==> config.mk <==
export PLATFORM = sky130hd
export DESIGN_NAME = x_delay_line_ctrl
export DESIGN_NICKNAME = d
export VERILOG_FILES = /design/src/rtl/x_delay_line_ctrl.sv
export SDC_FILE = /design/constraint.sdc
export NUM_CORES = 1
export LEC_CHECK = 0
export CAP_MARGIN = 25
export CORE_ASPECT_RATIO = 1.2
export CORE_MARGIN = 2
export CORE_UTILIZATION = 40
export DETAILED_ROUTE_END_ITERATION = 8
export PLACE_DENSITY_LB_ADDON = 0.12
export RECOVER_POWER = 25
export SLEW_MARGIN = 40
export SYNTH_ARGS = -nofsm -noshare
export SYNTH_HDL_FRONTEND = slang
export SYNTH_SLANG_ARGS = --single-unit
==> constraint.sdc <==
create_clock -name i_clk -period 9.9 [get_ports i_clk]
set_clock_uncertainty 0.15 [all_clocks]
set_input_delay 1.98 -clock i_clk [delete_from_list [all_inputs] [get_ports i_clk]]
set_output_delay 1.98 -clock i_clk [all_outputs]
set_load 0.05 [all_outputs]
==> src/rtl/x_delay_line_ctrl.sv <==
// Measurement sequencer for a 32-tap delay line: decodes each thermometer
// snapshot to an edge position and accumulates min/max/mean/bubbles per window.
module x_delay_line_ctrl #(
  parameter int LOG2_N = 4,
  parameter int SETTLE = 8
) (
  input  logic        i_clk,
  input  logic        i_rst_n,
  input  logic [31:0] i_dl_data,
  input  logic        i_dl_valid,
  input  logic        i_start,
  input  logic        i_abort,
  output logic        o_busy,
  output logic        o_res_valid,
  input  logic        i_res_ready,
  output logic [5:0]  o_min,
  output logic [5:0]  o_max,
  output logic [5:0]  o_mean,
  output logic [8:0]  o_bubbles
);

  localparam int          N         = 1 << LOG2_N;
  localparam logic [8:0]  N_M1      = 9'(N - 1);
  localparam logic [7:0]  SETTLE_M1 = 8'(SETTLE - 1);

  typedef enum logic [1:0] {
    ST_IDLE,
    ST_SETTLE,
    ST_MEASURE,
    ST_RESULT
  } state_t;

  state_t state, state_nxt;

  // Returns {bubble, pos}. The first bit differing from bit 0 marks the edge;
  // every bit beyond it must match that bit, otherwise the sample has a bubble.
  function automatic logic [6:0] decode_edge(input logic [31:0] d);
    logic       found;
    logic       stale_bit;
    logic       bub;
    logic [5:0] pos;
    found     = 1'b0;
    stale_bit = d[0];
    bub       = 1'b0;
    pos       = 6'd32;
    for (int j = 1; j < 32; j++) begin
      if (!found) begin
        if (d[j] != d[0]) begin
          found     = 1'b1;
          pos       = 6'(j);
          stale_bit = d[j];
        end
      end else if (d[j] != stale_bit) begin
        bub = 1'b1;
      end
    end
    return {bub, pos};
  endfunction

  // Stage D: snapshot register
  logic [31:0] data_p0;
  logic        vld_p0;

  always_ff @(posedge i_clk) begin
    data_p0 <= i_dl_data;
  end

  always_ff @(posedge i_clk or negedge i_rst_n) begin
    if (!i_rst_n) vld_p0 <= 1'b0;
    else          vld_p0 <= i_dl_valid;
  end

  // Decoded sample, consumed by the sequencer below
  logic [6:0]  dec_p0;
  logic [5:0]  pos_p0;
  logic        bub_p0;
  assign dec_p0 = decode_edge(data_p0);
  assign pos_p0 = dec_p0[5:0];
  assign bub_p0 = dec_p0[6];

  logic [7:0]  settle_cnt;
  logic [8:0]  smp_cnt;
  logic [5:0]  min_acc, max_acc;
  logic [13:0] sum_acc;
  logic [8:0]  bub_acc;

  logic [5:0]  min_nxt, max_nxt;
  logic [13:0] sum_nxt;
  logic [8:0]  bub_nxt;

  assign min_nxt = (pos_p0 < min_acc) ? pos_p0 : min_acc;
  assign max_nxt = (pos_p0 > max_acc) ? pos_p0 : max_acc;
  assign sum_nxt = sum_acc + 14'(pos_p0);
  assign bub_nxt = bub_acc + 9'(bub_p0);

  always_comb begin
    state_nxt = state;
    case (state)
      ST_IDLE:    if (i_start) state_nxt = (SETTLE == 0) ? ST_MEASURE : ST_SETTLE;
      ST_SETTLE:  if (vld_p0 && settle_cnt == SETTLE_M1) state_nxt = ST_MEASURE;
      ST_MEASURE: if (vld_p0 && smp_cnt == N_M1) state_nxt = ST_RESULT;
      ST_RESULT:  if (o_res_valid && i_res_ready) state_nxt = ST_IDLE;
      default:    state_nxt = ST_IDLE;
    endcase
    // abort overrides everything, including a start in IDLE
    if (i_abort) state_nxt = ST_IDLE;
  end

  always_ff @(posedge i_clk or negedge i_rst_n) begin
    if (!i_rst_n) state <= ST_IDLE;
    else          state <= state_nxt;
  end

  always_ff @(posedge i_clk or negedge i_rst_n) begin
    if (!i_rst_n) begin
      settle_cnt <= '0;
      smp_cnt    <= '0;
      min_acc    <= '0;
      max_acc    <= '0;
      sum_acc    <= '0;
      bub_acc    <= '0;
    end else if (state == ST_IDLE && state_nxt != ST_IDLE) begin
      settle_cnt <= '0;
      smp_cnt    <= '0;
      min_acc    <= 6'd63;
      max_acc    <= '0;
      sum_acc    <= '0;
      bub_acc    <= '0;
    end else if (state == ST_SETTLE && vld_p0) begin
      settle_cnt <= settle_cnt + 8'd1;
    end else if (state == ST_MEASURE && vld_p0) begin
      smp_cnt <= smp_cnt + 9'd1;
      min_acc <= min_nxt;
      max_acc <= max_nxt;
      sum_acc <= sum_nxt;
      bub_acc <= bub_nxt;
    end
  end

  // Result registers capture the final sample in the same cycle as the load
  always_ff @(posedge i_clk or negedge i_rst_n) begin
    if (!i_rst_n) begin
      o_min       <= '0;
      o_max       <= '0;
      o_mean      <= '0;
      o_bubbles   <= '0;
      o_res_valid <= 1'b0;
    end else begin
      if (state == ST_MEASURE && state_nxt == ST_RESULT) begin
        o_min     <= min_nxt;
        o_max     <= max_nxt;
        o_mean    <= 6'(sum_nxt >> LOG2_N);
        o_bubbles <= bub_nxt;
      end
      o_res_valid <= (state == ST_RESULT) && (state_nxt == ST_RESULT);
    end
  end

  assign o_busy = (state != ST_IDLE);

endmodule

==> summary.md, run 1 <==
| Metric | Value |
|---|---|
| Largest cells by area after synthesis | `dfrtp_1 27%, dfxtp_1 8.6%, nand2_1 5.2%, o21ai_0 5.1%, nor2_1 4.7%` |
| Multi-input gate area | `between 4000 and 5000 um^2` |
| First-pass GRT wire length | `around 32,000 um` |
| Largest net degree at the start of global routing | `80` |
| All-Layer GR Usage | `19.9%` |
| Main synth FF type | `dfrtp_1` |
| Core Footprint | `~18,000 um^2` |
| # rows | `54` |
| Clk buf depth | `2` |
| CTS root buffer | `clkbuf_16` |
| Worst skew pair latency | `0.36 ns` |
| Maximum vdd ir drop | `between 0.08 and 0.09 mV` |
| Flops & latches, synth | `roughly 110` |
| Hold WC Path Type | `register to register` |
| Final worst path period share | `62.4%` |
| Detailed-route wire length per cell | `~17 um` |
| Slew HR | `-179%` |
| H-tree levels | `3` |
| Diode count | `0` |
| Setup TNS Final | `0 ns` |
| Top cells by count, synth | `103 x nand2_1, 93 x nor2_1, 79 x dfrtp_1` |
| Outcome | `finished with violations` |
| Initial Util | `approximately 41%` |
| Residual DRC count | `0` |
| Post-Syn Nets | `950` |
| Syn_area_per_cell | `approximately 8.4 um^2` |
| Unique masters post-synth | `between 100 and 150` |
| Crit start category | `register` |
| Final setup violation count | `0` |
| Yosys top cell by area | `dfrtp_1` |
| Lkg Pwr | `0.00349 uW` |
| CP bufs+invs | `1` |
| Gates resized, CTS repair | `0` |
| Max-Cap Viols | `1` |
| Crit-path max cell delay | `slightly above 0.7 ns` |
| RePlAce Congestion | `between 0.8 and 0.9` |
| Final core occ | `roughly 46%` |
| CP cell instances | `inv_2 > ha_1 > and3_4 > a32o_2 > nand4_1 > o21ai_0 > a21oi_1 > a22oi_2 > a2bb2oi_2 > a21oi_1 > nor3_1 > mux2i_1 > o22ai_1 > ha_1 > ha_1 > nand3_1 > nor2_1 > and3_1 > nor2_1 > o21ai_0 > o21ai_0` |
| Final nets | `between 900 and 1k` |
| Post-Synthesis Cells | `approximately 890` |
| Clk slew on worst S/H paths | `approximately 0.080 ns` |
| Delay-heaviest family, CP | `compound AO/OA/AOI/OAI gates` |
| Post-synthesis async set-or-reset flop share | `71.2%` |
| Final Hold Vio Count | `0` |
| Seq. cell area | `~2600 um^2` |
| Post-Route WL | `18,900 um` |
| EDFF count, synth | `0` |
| Detailed Place HPWL | `13,300 um` |
| Placed insts | `between 1k and 1.5k` |
| Routed vias/inst | `5.71` |
| Non-Filler Instances | `about 1.1k` |
| IO buf count | `66` |
| Synth warnings | `0` |
| Count leader, synth | `nand2_1` |
| Vias | `~6.5k` |
| Hold-fix buffers, CTS | `0` |
| Slowest CP cell | `ha_1` |
| Worst Setup End Kind | `register` |
| GRT Residual Overflow | `0` |
| Top cell type's share of synthesized area | `26.6%` |
| Violated checks | `capacitance limit, slew limit` |
| Area grow syn2layout | `13.9%` |
| Crit-path max FO | `26` |
| Post-Syn Area | `around 7400 um^2` |
| Share of cells above drive strength 1 | `8.36%` |
| TritonCTS clock tree | `yes` |
| Initial antenna violation count | `1` |
| Die area | `between 15,000 and 20,000 um^2` |
| Max Fclk | `roughly 160 MHz` |
| Final antenna-violating net count | `0` |
| Die height | `roughly 150 um` |
| Crit path time final | `between 6 and 7 ns` |
| Initial DRC Count | `roughly 370` |
| Width of the die | `about 130 um` |
| DP Area | `about 8200 um^2` |
| Vias in the first global route | `between 6k and 7k` |
| Buffers inserted by post-CTS timing repair | `0` |
| First drt pass iteration count | `4` |
| CTS Sinks | `approximately 110` |
| Final Max Tran Viols | `80` |
| Worst Max-Slew Pin Slew | `4.19 ns` |
| Finished layout cell area | `8470 um^2` |
| Worst EP arrival | `between 6 and 7 ns` |
| CP Data Required Time | `about 10 ns` |
| Fillers | `roughly 1.8k` |
| Power per Cell Area | `between 100 and 150 nW/um^2` |
| Ports | `67` |
| Total CTS buffers | `9` |
| RSZ-0062 raised after global routing | `false` |
| Critical path class | `register to register` |
| Seq/Total Area, Yosys | `about a third` |
metrics by stage:
| step | setup WS [ns] | power, uW | hold slack [ns] |
|---|---|---|---|
| after floorplan | 4.63 | 649 | 0.300 |
| after global placement | 3.79 | 715 | 0.317 |
| after detailed placement | 3.81 | 715 | 0.317 |
| after CTS | 3.78 | 1110 | 0.343 |
| after global routing | 3.19 | 1150 | 0.357 |
| final | 3.72 | 1090 | 0.338 |
routing by layer:
metal	up-vias	global-route usage, %	part of all wire, %
met5	-	0	0.053
met2	132	32.9	48
met4	2	6.42	1.9
li1	3262	-	-
met1	3112	26.9	47
met3	26	2.56	3.1
layout by cell type (no fill, tap or decap), drive strengths merged, types with 7 or more instances in the layout:
master         netlist  routed
a211oi               7       7
nand2              105     105
nand2b              17      17
nor2                95      95
nand4               13      13
a22o                11      11
and3                16      16
nor2b               14      14
dlygate4sd3          0      33
and2                11      11
nor3                24      24
a22oi                9       9
dfrtp               79      79
a21oi               56      56
ha                  23      23
o21ai               91      91
clkbuf              37      10
nand3               29      29
dfxtp               32      32
or3                  8       8
xnor2               17      17
inv                 23      25
clkdlybuf4s50        0      32
a21o                 8       8
o22a                 7       7
xor2                20      20
mux2i               12      12
worst paths after layout:
path,from,end,slack [ns],cells past startpoint
max,data_p0[0],bub_acc[8],3.72,21
min in group asynchronous,i_rst_n,settle_cnt[0],2.92,1
max reg2reg,data_p0[0],bub_acc[8],3.72,21
min,o_max[2],o_max[2],0.34,2
min reg2reg,o_max[2],o_max[2],0.34,2
max in group asynchronous,i_rst_n,min_acc[2],4.33,1
state kept, by name, indices dropped and copies added, names as in the netlist:
| signal | count |
|---|---|
| o_min | 6 |
| o_mean | 6 |
| sum_acc | 10 |
| state | 2 |
| settle_cnt | 8 |
| vld_p0 | 1 |
| o_max | 6 |
| o_bubbles | 9 |
| o_res_valid | 1 |
| bub_acc | 9 |
| min_acc | 6 |
| data_p0 | 32 |
| max_acc | 6 |
| smp_cnt | 9 |
tightest hold or removal path, stage by stage, from the launching register on:
cell and delay [ns]:
dfrtp_1 0.35, nand2_1 0.05, o21ai_0 0.06
final cells by class:
cell class	instances	area share (%)
clock inverters	7	0.945
well taps	224	3.31
clock buffers	9	2.66
inverters	23	1.02
multi-input cells	699	52.9
repair buffers	72	8.23
flip-flops and latches	111	30.9
where the power goes:
group	switching (uW)	leakage [uW]	internal (uW)
combinational	122	0.00202	80.7
clock	183	0.000153	200
sequential	30.0	0.00133	471
logic make-up (layout without fill, tap and decap cells):
family | count (synthesis) | after routing | synth area share (%)
simple gates | 358 | 358 | 24.4
compound gates | 264 | 264 | 25.0
flops | 111 | 111 | 35.2
buf+inv | 78 | 111 | 4.62
xor+xnor | 37 | 37 | 4.36
fa+ha+maj | 24 | 24 | 4.14
mux | 16 | 16 | 2.22
Power figures use the tool's default switching activity.
==> run 2: changes to the inputs <==
Clock period 9.9 ns to 6.1 ns, I/O delays scaled along.
==> run 2 against run 1 <==
- the flow still finishes with violations (capacitance limit, slew limit)
- sequential power increased by 62%
- cell area increased by 0.77%
- via count decreased by 0.64%
- worst setup slack got worse by 3.2 ns
- critical path depth increased by 1
- register-to-register slack got worse by 3.2 ns
- flip-flop and latch count unchanged
- total power increased by 63%
- critical path type unchanged
- critical endpoint unchanged
==> summary.md, run 2 (synthesis gave the netlist of run 1 again) <==
| Metric | Value |
|---|---|
| All-Layer GR Usage | `about a fifth` |
| Worst R2R End | `bub_acc[8]` |
| Crit path from | `data_p0[0]` |
| Setup TNS Final | `0 ns` |
| Total CTS buffers | `9` |
| Initial DRC Count | `353` |
| Worst EP arrival | `between 5 and 6 ns` |
| Setup crit end | `bub_acc[8]` |
| Outcome | `finished with violations` |
| Critical path class | `register to register` |
| Commonest cells after routing, fill and taps aside | `103 x nand2_1, 92 x nor2_1, 79 x dfrtp_1, 76 x o21ai_0, 55 x a21oi_1` |
| # rows | `54` |
| GRT Residual Overflow | `0` |
| Vias | `6,492` |
| Max FFs per register | `32` |
| Area grow syn2layout | `14.7%` |
| Crit start category | `register` |
| Worst skew pair latency | `approximately 0.37 ns` |
| Worst Setup End Kind | `register` |
| CTS root buffer | `clkbuf_16` |
| Final worst path period share | `about nine tenths` |
| Final nets | `~990` |
| CTS Sinks | `111` |
| Final setup violation count | `0` |
| Detailed Place HPWL | `around 14,000 um` |
| Slew HR | `-183%` |
| Ports | `67` |
| Top Registers | `data_p0 x32, sum_acc x10` |
| RePlAce Congestion | `approximately 0.87` |
| Vias in the first global route | `between 6k and 7k` |
| IO buf count | `66` |
| Sequential Power Share | `between 40% and 50%` |
| R2R Setup Slk | `0.55 ns` |
| Width of the die | `129 um` |
| Violated checks | `capacitance limit, slew limit` |
| Die height | `~150 um` |
| Most common cell after layout, fill and taps aside | `nand2_1` |
| Gate power share | `18.9%` |
| Residual DRC count | `0` |
| Power per Cell Area | `around 210 nW/um^2` |
| Crit path time final | `between 5 and 6 ns` |
| Diode count | `0` |
| Most flops, register | `data_p0` |
| Core Footprint | `18,200 um^2` |
| Fillers | `~1.8k` |
| Power Internal | `about 1200 uW` |
| Largest net degree at the start of global routing | `80` |
| Die area | `19,700 um^2` |
| TritonCTS clock tree | `yes` |
| Initial Util | `40.8%` |
| Final Max Tran Viols | `80` |
| DP Area | `a little over 8000 um^2` |
| Routed vias/inst | `5.63` |
| Post-Route WL | `18,900 um` |
| Final antenna-violating net count | `0` |
| Share of cells above drive strength 1 | `between 9 and 10%` |
| Hold-fix buffers, CTS | `0` |
| Worst Max-Slew Pin Slew | `4.25 ns` |
| RSZ-0062 raised after global routing | `false` |
| Maximum vdd ir drop | `between 0.1 and 0.15 mV` |
| Net Sw Frac | `a little under a third` |
| Gates resized, CTS repair | `0` |
| Finished layout cell area | `8540 um^2` |
| Final Hold Vio Count | `0` |
| Net Sw Power | `about 550 uW` |
| Reg2Reg Depth | `22` |
| CP Data Required Time | `~6.2 ns` |
| Clock share of power | `35.5%` |
| Lkg Pwr | `between 0.003 and 0.004 uW` |
| Crit-path max FO | `15` |
| Max Fclk | `approximately 180 MHz` |
| Detailed-route wire length per cell | `about 16 um` |
| First-pass GRT wire length | `32,400 um` |
| Initial antenna violation count | `1` |
| First drt pass iteration count | `4` |
| Clk slew on worst S/H paths | `roughly 0.07 ns` |
| Clk buf depth | `2` |
| R2R Path Start | `data_p0[0]` |
| Max-Cap Viols | `1` |
| Hold WC Path Type | `register to register` |
| H-tree levels | `3` |
| Buffers inserted by post-CTS timing repair | `0` |
==> run 2: cell types whose count changed in the layout (fill, tap and decap cells not counted), sizes merged <==
cell      previous run  this run
buf                  6        15
clkinvlp             0         1
clkinv               4         2
clkbuf              10        11
==> run 2: metrics by stage <==
step	util, %	power (uW)	hold WS (ns)	setup WS [ns]	cells
after floorplan	-	1050	0.300	0.834	888
after global placement	45.1	1160	0.315	0.686	1137
after detailed placement	45.2	1170	0.316	0.587	1138
after CTS	46.8	1810	0.339	0.566	1154
after global routing	46.8	1880	0.370	0.102	1154
final	46.8	1780	0.332	0.554	1154
==> run 2: power groups by stage <==
stage,combinational (uW),sequential (uW),clock [uW]
3_3_place_gp,339,825,0
2_1_floorplan,215,838,0
5_1_grt,371,818,686
4_1_cts,342,810,654
3_5_place_dp,341,824,0
6_report,335,810,630
==> run 2: critical path, stage by stage (launching register included) <==
cell	delay (ns)
dfxtp_2	0.49
inv_2	0.06
ha_1	0.60
and3_4	0.30
a32o_2	0.31
nand3_2	0.23
o21ai_2	0.23
o21ai_4	0.09
o21ai_0	0.26
a22oi_2	0.16
and2b_1	0.19
xnor2_1	0.13
o21ai_0	0.32
a21oi_1	0.11
o22ai_1	0.35
ha_1	0.26
ha_1	0.26
nand3_1	0.09
nor2_1	0.24
and3_1	0.26
nor2_1	0.05
o21ai_0	0.15
o21ai_0	0.10
==> run 2: area by class of cell <==
| class | instances | area, um^2 | share of cell area (%) |
|---|---|---|---|
| tap | 224 | 280 | 3.28 |
| inverter | 23 | 86.3 | 1.01 |
| timing repair buffer | 81 | 764 | 8.95 |
| clock inverter | 6 | 77.6 | 0.909 |
| multi-input combinational | 699 | 4480 | 52.5 |
| clock buffer | 10 | 229 | 2.68 |
| sequential | 111 | 2620 | 30.7 |
==> run 2: how the worst min path moves through the flow <==
stage | startpoint | end | slack (ns) | cells past startpoint
after global routing | o_bubbles[3] | o_bubbles[3] | 0.37 | 2
after CTS | o_bubbles[6] | o_bubbles[6] | 0.34 | 2
final | max_acc[1] | max_acc[1] | 0.33 | 2
after global placement | max_acc[1] | max_acc[1] | 0.32 | 2
after floorplan | max_acc[1] | max_acc[1] | 0.30 | 2
after detailed placement | o_mean[1] | o_mean[1] | 0.32 | 2
==> run 2: routing by layer <==
layer | wire length, um | share of wire [%] | up-vias | GRT usage [%]
met5 | 8 | 0.042 | - | 0
met4 | 274 | 1.4 | 2 | 5.49
met3 | 743 | 3.9 | 21 | 3.05
met2 | 9220 | 49 | 136 | 33.6
met1 | 8670 | 46 | 3065 | 27.1
li1 | - | - | 3268 | -
==> run 3: changes to the inputs <==
Settings changed: CORE_UTILIZATION 40 to 50.
==> run 3 against run 2 <==
- the run still ends with capacitance limit, slew limit left
- flip-flop and latch count is the same
- via count rose by 2.0%
- sequential share of layout area increased by 0.22 points
- final cell count fell by 2.5%
- sequential power is essentially flat
- cell area is 0.70% lower
- die area fell by 19%
- global-route usage up 3.6 points
- critical path type unchanged
- largest cell class unchanged
- highest routed layer is now met4
==> summary.md, run 3 (synthesis gave the netlist of run 1 again) <==
| Metric | Value |
|---|---|
| Crit start category | `register` |
| Core Footprint | `around 14,000 um^2` |
| Power, Total | `1770 uW` |
| CTS Sinks | `111` |
| Final Hold Vio Count | `0` |
| Critical path class | `register to register` |
| Initial Util | `51.4%` |
| Width of the die | `115 um` |
| Worst EP arrival | `between 5 and 6 ns` |
| Gates resized, CTS repair | `0` |
| # rows | `48` |
| Final WS setup | `approximately 0.47 ns` |
| Gate power share | `between 10% and 20%` |
| Area grow syn2layout | `13.9%` |
| Worst Setup End Kind | `register` |
| Initial DRC Count | `approximately 560` |
| Final antenna-violating net count | `0` |
| Top Registers | `data_p0 x32, sum_acc x10` |
| Sequential Power Share | `45.5%` |
| Final nets | `982` |
| Buffers inserted by post-CTS timing repair | `0` |
| CP bufs+invs | `3` |
| Finished layout cell area | `roughly 8500 um^2` |
| TritonCTS clock tree | `yes` |
| Crit path time final | `between 5 and 6 ns` |
| RePlAce Congestion | `approximately 0.93` |
| Hold WC Path Type | `register to register` |
| Largest net degree at the start of global routing | `80` |
| Diode count | `0` |
| Max-Cap Viols | `1` |
| Max FFs per register | `32` |
| CP cell instances | `buf_4 > and3_2 > a32o_2 > nand4_1 > o221ai_1 > a31oi_2 > o21ai_1 > o211ai_2 > a21oi_1 > nor2_1 > a21boi_2 > inv_1 > ha_1 > nor2b_1 > o21ai_0 > nand2b_1 > a21oi_1 > nor2b_1 > o21ai_0 > a32oi_1 > buf_4 > nor2_1 > a21oi_1 > o21ai_0` |
| Clk buf depth | `2` |
| Delay-heaviest family, CP | `compound AO/OA/AOI/OAI gates` |
| Net Sw Frac | `a little under a third` |
| Power per Cell Area | `around 210 nW/um^2` |
| All-Layer GR Usage | `approximately a quarter` |
| Hold-fix buffers, CTS | `0` |
| Outcome | `finished with violations` |
| Final setup violation count | `0` |
| IO buf count | `66` |
| Post-place setup slack | `~0.6 ns` |
| DP Area | `just over 8000 um^2` |
| Worst skew pair latency | `about 0.36 ns` |
| Routed vias/inst | `5.88` |
| Net Sw Power | `around 550 uW` |
| Clock share of power | `between 30% and 40%` |
| Detailed Place HPWL | `13,400 um` |
| Most flops, register | `data_p0` |
| Commonest cells after routing, fill and taps aside | `103 x nand2_1, 93 x nor2_1, 79 x dfrtp_1, 76 x o21ai_0, 55 x a21oi_1` |
| H-tree levels | `3` |
| First-pass GRT wire length | `30,500 um` |
| Violated checks | `capacitance limit, slew limit` |
| CTS root buffer | `clkbuf_16` |
| First drt pass iteration count | `4` |
| Final Max Tran Viols | `80` |
| Slowest CP cell | `buf_4` |
| Most common cell after layout, fill and taps aside | `nand2_1` |
| Worst Max-Slew Pin Slew | `between 4 and 5 ns` |
| Crit path from | `data_p0[0]` |
| Power Internal | `about 1200 uW` |
| CP Data Required Time | `6.16 ns` |
| Final worst path period share | `roughly 92%` |
| Die area | `15,900 um^2` |
| Detailed-route wire length per cell | `roughly 16 um` |
| Vias in the first global route | `around 6.4k` |
| Vias | `6,620` |
| Crit-path max cell delay | `approximately 0.60 ns` |
| Slew HR | `-176%` |
| R2R Path Start | `data_p0[0]` |
| Share of cells above drive strength 1 | `slightly below 9%` |
| Max Fclk | `~180 MHz` |
| Setup TNS Final | `0 ns` |
| Total CTS buffers | `9` |
| Lkg Pwr | `about 0.0035 uW` |
| RSZ-0062 raised after global routing | `false` |
| Initial antenna violation count | `0` |
| Ports | `67` |
| Post-Route WL | `roughly 19,000 um` |
| Die height | `138 um` |
| GRT Residual Overflow | `0` |
| Maximum vdd ir drop | `0.119 mV` |
| Clk slew on worst S/H paths | `0.08 ns` |
| Crit-path max FO | `75` |
| Residual DRC count | `0` |
| Hold path start | `o_max[2]` |
[run 3: path summary, 6_finish.rpt]
| path | end | slack, ns | cells past startpoint |
|---|---|---|---|
| max in group asynchronous | bub_acc[2] | 1.34 | 1 |
| worst max register to register | max_acc[3] | 0.47 | 24 |
| worst min-delay path | o_max[2] | 0.33 | 2 |
| min in group asynchronous | min_acc[4] | 2.16 | 1 |
| worst max-delay path | max_acc[3] | 0.47 | 24 |
| worst min register to register | o_max[2] | 0.33 | 2 |
[run 3: area by class of cell]
type                    instances  area (um^2)
inverters                      23         86.3
multi-input cells             699         4480
repair buffers                 76          729
flip-flops and latches        111         2620
clock inverters                 7         88.8
fillers                      1356         6000
clock buffers                   9          225
well taps                     200          250
[run 3: metrics by stage]
stage	utilization, %	hold WS (ns)	instances
after detailed placement	56.5	0.312	1109
after floorplan	-	0.300	888
after global routing	58.6	0.354	1125
after CTS	58.6	0.333	1125
final	58.6	0.331	1125
after global placement	56.4	0.312	1109
[run 3: power groups by stage]
stage / combinational [uW] / clock, uW / sequential, uW
2_1_floorplan: 215 / 0 / 838
3_3_place_gp: 332 / 0 / 821
3_5_place_dp: 340 / 0 / 823
4_1_cts: 342 / 644 / 807
5_1_grt: 369 / 669 / 814
6_report: 338 / 629 / 808
[run 3: layer usage]
| metal | GRT usage, % | part of all wire, % |
|---|---|---|
| met5 | 0 | 0 |
| met4 | 9.57 | 2.2 |
| met3 | 3.39 | 5.0 |
| met2 | 38.4 | 48 |
| met1 | 31.9 | 45 |
[run 3: worst min-delay path, delay by kind of cell, from the launching register on]
family / cells / cell delay (ns)
compound gates: 1 / 0.06
flops: 1 / 0.34
simple gates: 1 / 0.05
